--- src/rtl/pipe_hazard_ctrl_pkg.sv ---
// Shared encodings for the pipeline hazard sequencer: PC select codes,
// FSM states and the bundled control word driven each cycle.
package pipe_hazard_ctrl_pkg;

  localparam int REG_W  = 5;
  localparam int WAIT_W = 8;

  typedef enum logic [1:0] {
    PCSEL_SEQ = 2'b00,
    PCSEL_BR  = 2'b01,
    PCSEL_JMP = 2'b10,
    PCSEL_VEC = 2'b11
  } pcsel_e;

  typedef enum logic [1:0] {
    ST_RUN      = 2'b00,
    ST_MEM_WAIT = 2'b01,
    ST_EXC      = 2'b10
  } state_e;

  typedef struct packed {
    logic   pc_we;
    logic   if_id_we;
    logic   id_ex_we;
    logic   ex_mem_we;
    logic   mem_wb_we;
    logic   if_id_flush;
    logic   id_ex_flush;
    logic   ex_mem_flush;
    pcsel_e pc_sel;
    logic   epc_we;
    logic   irq_ack;
    logic   bus_err;
  } ctrl_t;

  // Free-running pipeline: every register advances, sequential PC, no flush.
  function automatic ctrl_t ctrl_advance();
    ctrl_t c;
    c           = '0;
    c.pc_we     = 1'b1;
    c.if_id_we  = 1'b1;
    c.id_ex_we  = 1'b1;
    c.ex_mem_we = 1'b1;
    c.mem_wb_we = 1'b1;
    c.pc_sel    = PCSEL_SEQ;
    return c;
  endfunction

endpackage

--- src/rtl/pipe_hazard_ctrl_if.sv ---
// Bundle between the pipeline datapath (master) and the hazard sequencer (slave).
interface pipe_hazard_ctrl_if #(
  parameter int CNT_W = 16
);
  import pipe_hazard_ctrl_pkg::*;

  logic [REG_W-1:0] id_rs;
  logic [REG_W-1:0] id_rt;
  logic             id_use_rs;
  logic             id_use_rt;
  logic             id_jump;
  logic             ex_memrd;
  logic [REG_W-1:0] ex_rt;
  logic             ex_branch_taken;
  logic             mem_busy;
  logic             irq;

  logic             pc_we;
  logic             if_id_we;
  logic             id_ex_we;
  logic             ex_mem_we;
  logic             mem_wb_we;
  logic             if_id_flush;
  logic             id_ex_flush;
  logic             ex_mem_flush;
  logic [1:0]       pc_sel;
  logic             epc_we;
  logic             irq_ack;
  logic             bus_err;
  logic [CNT_W-1:0] stall_cnt;

  modport master (
    output id_rs, id_rt, id_use_rs, id_use_rt, id_jump, ex_memrd, ex_rt,
           ex_branch_taken, mem_busy, irq,
    input  pc_we, if_id_we, id_ex_we, ex_mem_we, mem_wb_we, if_id_flush,
           id_ex_flush, ex_mem_flush, pc_sel, epc_we, irq_ack, bus_err, stall_cnt
  );

  modport slave (
    input  id_rs, id_rt, id_use_rs, id_use_rt, id_jump, ex_memrd, ex_rt,
           ex_branch_taken, mem_busy, irq,
    output pc_we, if_id_we, id_ex_we, ex_mem_we, mem_wb_we, if_id_flush,
           id_ex_flush, ex_mem_flush, pc_sel, epc_we, irq_ack, bus_err, stall_cnt
  );

endinterface

--- src/rtl/pipe_hazard_ctrl_load_use_detect.sv ---
// Combinational load-use compare between the load in EX and the sources of ID.
// Register $0 is hardwired to zero and never forms a dependency.
module load_use_detect
  import pipe_hazard_ctrl_pkg::*;
(
  input  logic             i_ex_memrd,
  input  logic [REG_W-1:0] i_ex_rt,
  input  logic [REG_W-1:0] i_id_rs,
  input  logic [REG_W-1:0] i_id_rt,
  input  logic             i_id_use_rs,
  input  logic             i_id_use_rt,
  output logic             o_hazard
);

  logic w_rs_hit;
  logic w_rt_hit;

  assign w_rs_hit = i_id_use_rs && (i_id_rs == i_ex_rt);
  assign w_rt_hit = i_id_use_rt && (i_id_rt == i_ex_rt);
  assign o_hazard = i_ex_memrd && (i_ex_rt != '0) && (w_rs_hit || w_rt_hit);

endmodule

--- src/rtl/pipe_hazard_ctrl.sv ---
// Stall/flush/PC-select sequencer for the 5-stage pipeline. Controls are
// decoded combinationally from state and inputs; state and counters are registered.
module pipe_hazard_ctrl
  import pipe_hazard_ctrl_pkg::*;
#(
  parameter int MAX_WAIT = 8,
  parameter int CNT_W    = 16
) (
  input  logic             clk,
  input  logic             reset,
  pipe_hazard_ctrl_if.slave hz
);

  state_e              r_state;
  logic [WAIT_W-1:0]   r_wait_cnt;
  logic [CNT_W-1:0]    r_stall_cnt;

  logic                w_hazard;
  logic                w_run_decode;
  ctrl_t               w_ctrl;
  state_e              w_state_next;
  logic [WAIT_W-1:0]   w_wait_next;

  load_use_detect u_load_use_detect (
    .i_ex_memrd  (hz.ex_memrd),
    .i_ex_rt     (hz.ex_rt),
    .i_id_rs     (hz.id_rs),
    .i_id_rt     (hz.id_rt),
    .i_id_use_rs (hz.id_use_rs),
    .i_id_use_rt (hz.id_use_rt),
    .o_hazard    (w_hazard)
  );

  // A wait that ends this cycle falls straight through to the RUN decode.
  assign w_run_decode = (r_state == ST_RUN)
                     || ((r_state == ST_MEM_WAIT) && !hz.mem_busy)
                     || ((r_state != ST_MEM_WAIT) && (r_state != ST_EXC));

  always_comb begin
    w_ctrl       = '0;
    w_state_next = r_state;
    w_wait_next  = r_wait_cnt;

    if (!reset) begin
      w_ctrl.if_id_flush  = 1'b1;
      w_ctrl.id_ex_flush  = 1'b1;
      w_ctrl.ex_mem_flush = 1'b1;
      w_state_next        = ST_RUN;
      w_wait_next         = '0;
    end else if (r_state == ST_EXC) begin
      // Vector to the handler; the faulting load must not reach writeback.
      w_ctrl              = ctrl_advance();
      w_ctrl.mem_wb_we    = 1'b0;
      w_ctrl.if_id_flush  = 1'b1;
      w_ctrl.id_ex_flush  = 1'b1;
      w_ctrl.ex_mem_flush = 1'b1;
      w_ctrl.pc_sel       = PCSEL_VEC;
      w_ctrl.epc_we       = 1'b1;
      w_state_next        = ST_RUN;
    end else if (!w_run_decode) begin
      if (r_wait_cnt == WAIT_W'(MAX_WAIT)) begin
        w_ctrl.bus_err = 1'b1;
        w_state_next   = ST_EXC;
      end else begin
        w_wait_next = r_wait_cnt + 1'b1;
      end
    end else begin
      w_state_next = ST_RUN;
      if (hz.mem_busy) begin
        w_state_next = ST_MEM_WAIT;
        w_wait_next  = WAIT_W'(1);
      end else if (hz.ex_branch_taken) begin
        w_ctrl             = ctrl_advance();
        w_ctrl.if_id_flush = 1'b1;
        w_ctrl.id_ex_flush = 1'b1;
        w_ctrl.pc_sel      = PCSEL_BR;
      end else if (w_hazard) begin
        w_ctrl             = ctrl_advance();
        w_ctrl.pc_we       = 1'b0;
        w_ctrl.if_id_we    = 1'b0;
        w_ctrl.id_ex_flush = 1'b1;
      end else if (hz.irq) begin
        w_ctrl             = ctrl_advance();
        w_ctrl.if_id_flush = 1'b1;
        w_ctrl.id_ex_flush = 1'b1;
        w_ctrl.pc_sel      = PCSEL_VEC;
        w_ctrl.epc_we      = 1'b1;
        w_ctrl.irq_ack     = 1'b1;
      end else if (hz.id_jump) begin
        w_ctrl             = ctrl_advance();
        w_ctrl.if_id_flush = 1'b1;
        w_ctrl.pc_sel      = PCSEL_JMP;
      end else begin
        w_ctrl = ctrl_advance();
      end
    end
  end

  always_ff @(posedge clk or negedge reset) begin
    if (!reset) begin
      r_state     <= ST_RUN;
      r_wait_cnt  <= '0;
      r_stall_cnt <= '0;
    end else begin
      r_state    <= w_state_next;
      r_wait_cnt <= w_wait_next;
      if (!w_ctrl.pc_we && (r_stall_cnt != '1)) begin
        r_stall_cnt <= r_stall_cnt + 1'b1;
      end
    end
  end

  assign hz.pc_we        = w_ctrl.pc_we;
  assign hz.if_id_we     = w_ctrl.if_id_we;
  assign hz.id_ex_we     = w_ctrl.id_ex_we;
  assign hz.ex_mem_we    = w_ctrl.ex_mem_we;
  assign hz.mem_wb_we    = w_ctrl.mem_wb_we;
  assign hz.if_id_flush  = w_ctrl.if_id_flush;
  assign hz.id_ex_flush  = w_ctrl.id_ex_flush;
  assign hz.ex_mem_flush = w_ctrl.ex_mem_flush;
  assign hz.pc_sel       = w_ctrl.pc_sel;
  assign hz.epc_we       = w_ctrl.epc_we;
  assign hz.irq_ack      = w_ctrl.irq_ack;
  assign hz.bus_err      = w_ctrl.bus_err;
  assign hz.stall_cnt    = r_stall_cnt;

endmodule

--- src/flat_wrapper.sv ---
// flat-port wrapper written by rule: the top's interface ports become plain ports
module pipe_hazard_ctrl_flat import pipe_hazard_ctrl_pkg::*;
#(
  parameter int MAX_WAIT = 8,
  parameter int CNT_W    = 16
)
  (clk, reset, hz_id_rs, hz_id_rt, hz_id_use_rs, hz_id_use_rt, hz_id_jump, hz_ex_memrd, hz_ex_rt, hz_ex_branch_taken, hz_mem_busy, hz_irq, hz_pc_we, hz_if_id_we, hz_id_ex_we, hz_ex_mem_we, hz_mem_wb_we, hz_if_id_flush, hz_id_ex_flush, hz_ex_mem_flush, hz_pc_sel, hz_epc_we, hz_irq_ack, hz_bus_err, hz_stall_cnt);
  pipe_hazard_ctrl_if #(.CNT_W(CNT_W)) hz_i ();
  input  logic clk;
  input  logic reset;
  input wire logic [$bits(hz_i.id_rs)-1:0] hz_id_rs;
  input wire logic [$bits(hz_i.id_rt)-1:0] hz_id_rt;
  input wire logic [$bits(hz_i.id_use_rs)-1:0] hz_id_use_rs;
  input wire logic [$bits(hz_i.id_use_rt)-1:0] hz_id_use_rt;
  input wire logic [$bits(hz_i.id_jump)-1:0] hz_id_jump;
  input wire logic [$bits(hz_i.ex_memrd)-1:0] hz_ex_memrd;
  input wire logic [$bits(hz_i.ex_rt)-1:0] hz_ex_rt;
  input wire logic [$bits(hz_i.ex_branch_taken)-1:0] hz_ex_branch_taken;
  input wire logic [$bits(hz_i.mem_busy)-1:0] hz_mem_busy;
  input wire logic [$bits(hz_i.irq)-1:0] hz_irq;
  output wire logic [$bits(hz_i.pc_we)-1:0] hz_pc_we;
  output wire logic [$bits(hz_i.if_id_we)-1:0] hz_if_id_we;
  output wire logic [$bits(hz_i.id_ex_we)-1:0] hz_id_ex_we;
  output wire logic [$bits(hz_i.ex_mem_we)-1:0] hz_ex_mem_we;
  output wire logic [$bits(hz_i.mem_wb_we)-1:0] hz_mem_wb_we;
  output wire logic [$bits(hz_i.if_id_flush)-1:0] hz_if_id_flush;
  output wire logic [$bits(hz_i.id_ex_flush)-1:0] hz_id_ex_flush;
  output wire logic [$bits(hz_i.ex_mem_flush)-1:0] hz_ex_mem_flush;
  output wire logic [$bits(hz_i.pc_sel)-1:0] hz_pc_sel;
  output wire logic [$bits(hz_i.epc_we)-1:0] hz_epc_we;
  output wire logic [$bits(hz_i.irq_ack)-1:0] hz_irq_ack;
  output wire logic [$bits(hz_i.bus_err)-1:0] hz_bus_err;
  output wire logic [$bits(hz_i.stall_cnt)-1:0] hz_stall_cnt;
  assign hz_i.id_rs = hz_id_rs;
  assign hz_i.id_rt = hz_id_rt;
  assign hz_i.id_use_rs = hz_id_use_rs;
  assign hz_i.id_use_rt = hz_id_use_rt;
  assign hz_i.id_jump = hz_id_jump;
  assign hz_i.ex_memrd = hz_ex_memrd;
  assign hz_i.ex_rt = hz_ex_rt;
  assign hz_i.ex_branch_taken = hz_ex_branch_taken;
  assign hz_i.mem_busy = hz_mem_busy;
  assign hz_i.irq = hz_irq;
  assign hz_pc_we = hz_i.pc_we;
  assign hz_if_id_we = hz_i.if_id_we;
  assign hz_id_ex_we = hz_i.id_ex_we;
  assign hz_ex_mem_we = hz_i.ex_mem_we;
  assign hz_mem_wb_we = hz_i.mem_wb_we;
  assign hz_if_id_flush = hz_i.if_id_flush;
  assign hz_id_ex_flush = hz_i.id_ex_flush;
  assign hz_ex_mem_flush = hz_i.ex_mem_flush;
  assign hz_pc_sel = hz_i.pc_sel;
  assign hz_epc_we = hz_i.epc_we;
  assign hz_irq_ack = hz_i.irq_ack;
  assign hz_bus_err = hz_i.bus_err;
  assign hz_stall_cnt = hz_i.stall_cnt;
  pipe_hazard_ctrl #(.MAX_WAIT(MAX_WAIT), .CNT_W(CNT_W)) u_core (.clk(clk), .reset(reset), .hz(hz_i));
endmodule
--- config.mk ---
export PLATFORM = sky130hd
export DESIGN_NAME = pipe_hazard_ctrl_flat
export DESIGN_NICKNAME = d
export VERILOG_FILES = /design/src/rtl/pipe_hazard_ctrl_pkg.sv /design/src/rtl/pipe_hazard_ctrl_if.sv /design/src/rtl/pipe_hazard_ctrl_load_use_detect.sv /design/src/rtl/pipe_hazard_ctrl.sv /design/src/flat_wrapper.sv
export SDC_FILE = /design/constraint.sdc
export NUM_CORES = 1
export LEC_CHECK = 0
export CORE_ASPECT_RATIO = 0.75
export CORE_MARGIN = 2
export CORE_UTILIZATION = 49
export DETAILED_ROUTE_END_ITERATION = 8
export PLACE_DENSITY = 0.88
export RECOVER_POWER = 100
export SLEW_MARGIN = 25
export SYNTH_ARGS = -nofsm -noshare
export SYNTH_HDL_FRONTEND = slang
export SYNTH_SLANG_ARGS = --single-unit
--- constraint.sdc ---
create_clock -name clk -period 4.1 [get_ports clk]
set_input_delay 0.82 -clock clk [delete_from_list [all_inputs] [get_ports clk]]
set_output_delay 0.82 -clock clk [all_outputs]
set_load 0.02 [all_outputs]
==> metrics.md <==
| Metric | Value |
|---|---|
| Share of layout cells above drive strength 1 | 6.53% |
| Worst vdd ir | 0.429 mV |
| Top Layer Used | met3 |
| Worst path slowest cell | clkdlybuf4s50_1 |
| Synth Area in Simple Gates | 25.9% |
| Cell Chain, Critical Path | clkdlybuf4s50_1 -> buf_4 -> xnor2_1 -> nand4_1 -> o22ai_1 -> and2_4 -> buf_4 -> nor3_1 -> o31ai_1 -> clkdlybuf4s50_1 |
| Buf/Inv on CP | 4 |
| First-pass GRT wire length | 6.83 mm |
| Pwr Density | 338 mW/mm2 |
| Post-Layout Inst Area | 0.00228 mm2 |
| Routability congestion estimate | 0.824 |
| Die X-Extent | 70.3 um |
| Clk Latency, worst-skew pair | 0.27 ns |
| Final critical-path required period | 3.93 ns |
| Vias in the first global route | 1432 |
| Largest family of logic cells by synthesized area | simple AND/OR/NAND/NOR gates |
| Mapped Cells | 182 |
| Vias per cell | 5.52 |
| Hold Buf Count CTS | 0 |
| Fin util | 70.7% |
| Worst Max-Slew Pin Slew | 1.21 ns |
| Critical path arrival | 3.11 ns |
| Pwr Total | 0.000769 W |
| Hold_ws | 0.492 ns |
| Status | complete, no violations |
| Crit. End Element | primary output |
| Non-Filler Instances | 285 |
| Layout Nets | 276 |
| Xor and xnor area share after synthesis | 13.5% |
| Final wirelength | 4.15 mm |
| Syn nets | 212 |
| DRC errors left | 0 |
| Sequential area share after synthesis | 40.2% |
| Io pins | 53 |
| Largest net degree at the start of global routing | 24 |
| Antenna diode instance count | 0 |
| Routed met2 length | 2.03 mm |
| MaxCap Viol Count | 0 |
| Detailed-route via count | 1573 |
| Post-DP Area | 0.00225 mm2 |
| GRT Residual Overflow | 0 |
| FF+latch count, synth | 26 |
| Fmax | 254 MHz |
| Syn Area/Cell | 8.88 um2 |
| Area delta synth->final | 40.9% |
| Num rows | 18 |
| Slew HR | 19.6% |
| H-Tree Depth | 1 |
| Startpoint types | input port |
| Fin. Hold Viols | 0 |
| Number of CTS-inserted buffers | 3 |
| Routed wl met3 | 134 um |
| Yosys warns | 0 |
| Sink Count | 26 |
| Min-Delay Path Class | reg -> reg |
| TritonCTS clock tree | built |
| Hpwl dp | 3.17 mm |
| Synth cell types | 36 |
| Unrepaired setup endpoints after global routing | false |
| Crit path largest cell delay | 0.64 ns |
| Leakage power | 1.01 nW |
| Synth Area in Compound Gates | 11.6% |
| Final max-slew violation count | 0 |
| DRT Pass-1 Iters | 5 |
| Worst EP required | 3.28 ns |
| Clk_skew | 0.00560 ns |
| Top cell family by delay on the critical path | buffers and inverters |
| Post-route ant nets | 0 |
| # setup viols final | 0 |
| Maximum clock path buffer count | 2 |
| Wire length per cell | 14.5 um |
| Metal1 wirelength | 1.98 mm |
| Fin crit share | 95.9% |
| Die height | 53.7 um |
| Core ar. | 0.00322 mm2 |
| Post-Syn Area | 0.00162 mm2 |
| Die area | 0.00378 mm2 |
| Placed cell count | 281 |
| Drt initial violations | 77 |
| Crit path max fanout | 3 |
| Reg clk slew, reported paths | 0.09 ns |
| Adder-cell area share of the yosys netlist | 4.64% |
| WS Path Type | in -> out |
| Initial Utilization | 50.2% |
| Initial antenna violation count | 0 |
| Number of post-CTS setup repair buffers | 0 |
| Root buffer cell | clkbuf_8 |
| Post-synthesis mux area share | 0.697% |
| I/O Buffers | 52 |
| Total track usage | 22.6% |
through the flow:
step	TNS (ns)	worst slack, ns
final	0	0.168
after global routing	0	0.0201
after CTS	0	0.0138
after detailed placement	-0.0590	-0.0367
after global placement	-0.0120	-0.0104
after floorplan	0	0.793
Yosys cell counts, drive strengths merged:
| cell type | instances | area share (%) |
|---|---|---|
| a21oi | 6 | 1.9 |
| xnor2 | 25 | 14 |
| buf | 4 | 1.5 |
| nor3 | 6 | 1.9 |
| o21a | 3 | 1.4 |
| nor2 | 12 | 2.9 |
| o41ai | 1 | 0.54 |
| a21o | 1 | 0.46 |
| o22ai | 1 | 0.39 |
| o31ai | 2 | 0.93 |
| nor2b | 1 | 0.39 |
| clkbuf | 1 | 0.23 |
| and4 | 1 | 0.54 |
| o21ai | 13 | 4.0 |
| nand2b | 1 | 0.39 |
| a31o | 1 | 0.54 |
| dfrtp | 26 | 40 |
| and2 | 3 | 1.3 |
| nor4 | 1 | 0.39 |
| inv | 7 | 1.6 |
| mux2 | 1 | 0.70 |
| o211ai | 1 | 0.46 |
| or4 | 1 | 0.46 |
| ha | 6 | 4.6 |
| or4b | 1 | 0.85 |
| nand4 | 9 | 3.5 |
| nand4b | 1 | 0.54 |
| and3 | 8 | 3.1 |
| nand3 | 16 | 5.0 |
| a31oi | 1 | 0.39 |
| a32o | 1 | 0.62 |
| nand2 | 20 | 4.6 |
power by group:
group          internal [W]  total, W  switching [W]
Clock             0.0000857  0.000161      0.0000752
Sequential         0.000292  0.000342      0.0000498
Combinational      0.000135  0.000266       0.000131
timing repair:
| item | 4_1_cts | 5_1_grt |
|---|---|---|
| setup endpoints to repair | 2 | 1 |
| gates resized for setup | 2 | 1 |
| cloned | 0 | 0 |
| pin swaps | 0 | 0 |
state kept, by name (all words and copies together) (netlist names):
name and cells:
u_core.hz.stall_cnt 16, u_core.r_state 2, u_core.r_wait_cnt 8
worst paths after layout:
path / start / endpoint / slack [ns] / cells after the start
setup / recovery: hz_ex_rt[4] / hz_id_ex_flush / 0.17 / 10
setup reg to reg: u_core.r_state[1] / u_core.hz.stall_cnt[1] / 1.50 / 9
hold / removal: u_core.hz.stall_cnt[14] / u_core.hz.stall_cnt[14] / 0.49 / 1
hold reg to reg: u_core.hz.stall_cnt[14] / u_core.hz.stall_cnt[14] / 0.49 / 1
min in group asynchronous: reset / u_core.r_state[1] / 1.04 / 2
max in group asynchronous: reset / u_core.r_wait_cnt[4] / 1.61 / 3
per-layer routing:
layer,global-route usage [%],up-vias
li1,-,770
met1,32.8,774
met2,38.1,29
met3,3.93,0
met4,0.962,0
met5,0,-
layout make-up:
cell class | count | area [um2]
flip-flops and latches | 26 | 651
fillers | 258 | 943
clock buffers | 4 | 55.1
inverters | 7 | 26.3
multi-input cells | 144 | 908
repair buffers | 64 | 587
well taps | 40 | 50.0
placed cells by master, fill, tap and decap left out, drive strengths merged, types with 7 or more instances in the layout:
cell type      instances
dlygate4sd3           21
clkbuf                11
dfrtp                 26
inv                    7
nand4                  9
nor2                  12
nand2                 20
nand3                 16
xnor2                 25
clkdlybuf4s50         28
o21ai                 13
and3                   8
worst register-to-register path, delay by kind of cell (launching register included):
family | cells | cell delay (ns)
multiplexers | 1 | 0.31
AO/OA/AOI/OAI | 2 | 0.49
adder cells (fa/ha/maj) | 1 | 0.27
flip-flops | 1 | 0.38
buffers and inverters | 2 | 0.55
AND/OR/NAND/NOR | 3 | 0.49
cells by family (layout without fill, tap and decap cells):
kind of cell / count (synthesis) / count (layout)
multiplexers: 1 / 1
adder cells (fa/ha/maj): 6 / 6
flip-flops: 26 / 26
AO/OA/AOI/OAI: 31 / 31
buffers and inverters: 12 / 75
AND/OR/NAND/NOR: 81 / 81
XOR/XNOR: 25 / 25
No activity file was read; power rests on OpenSTA's default activity.
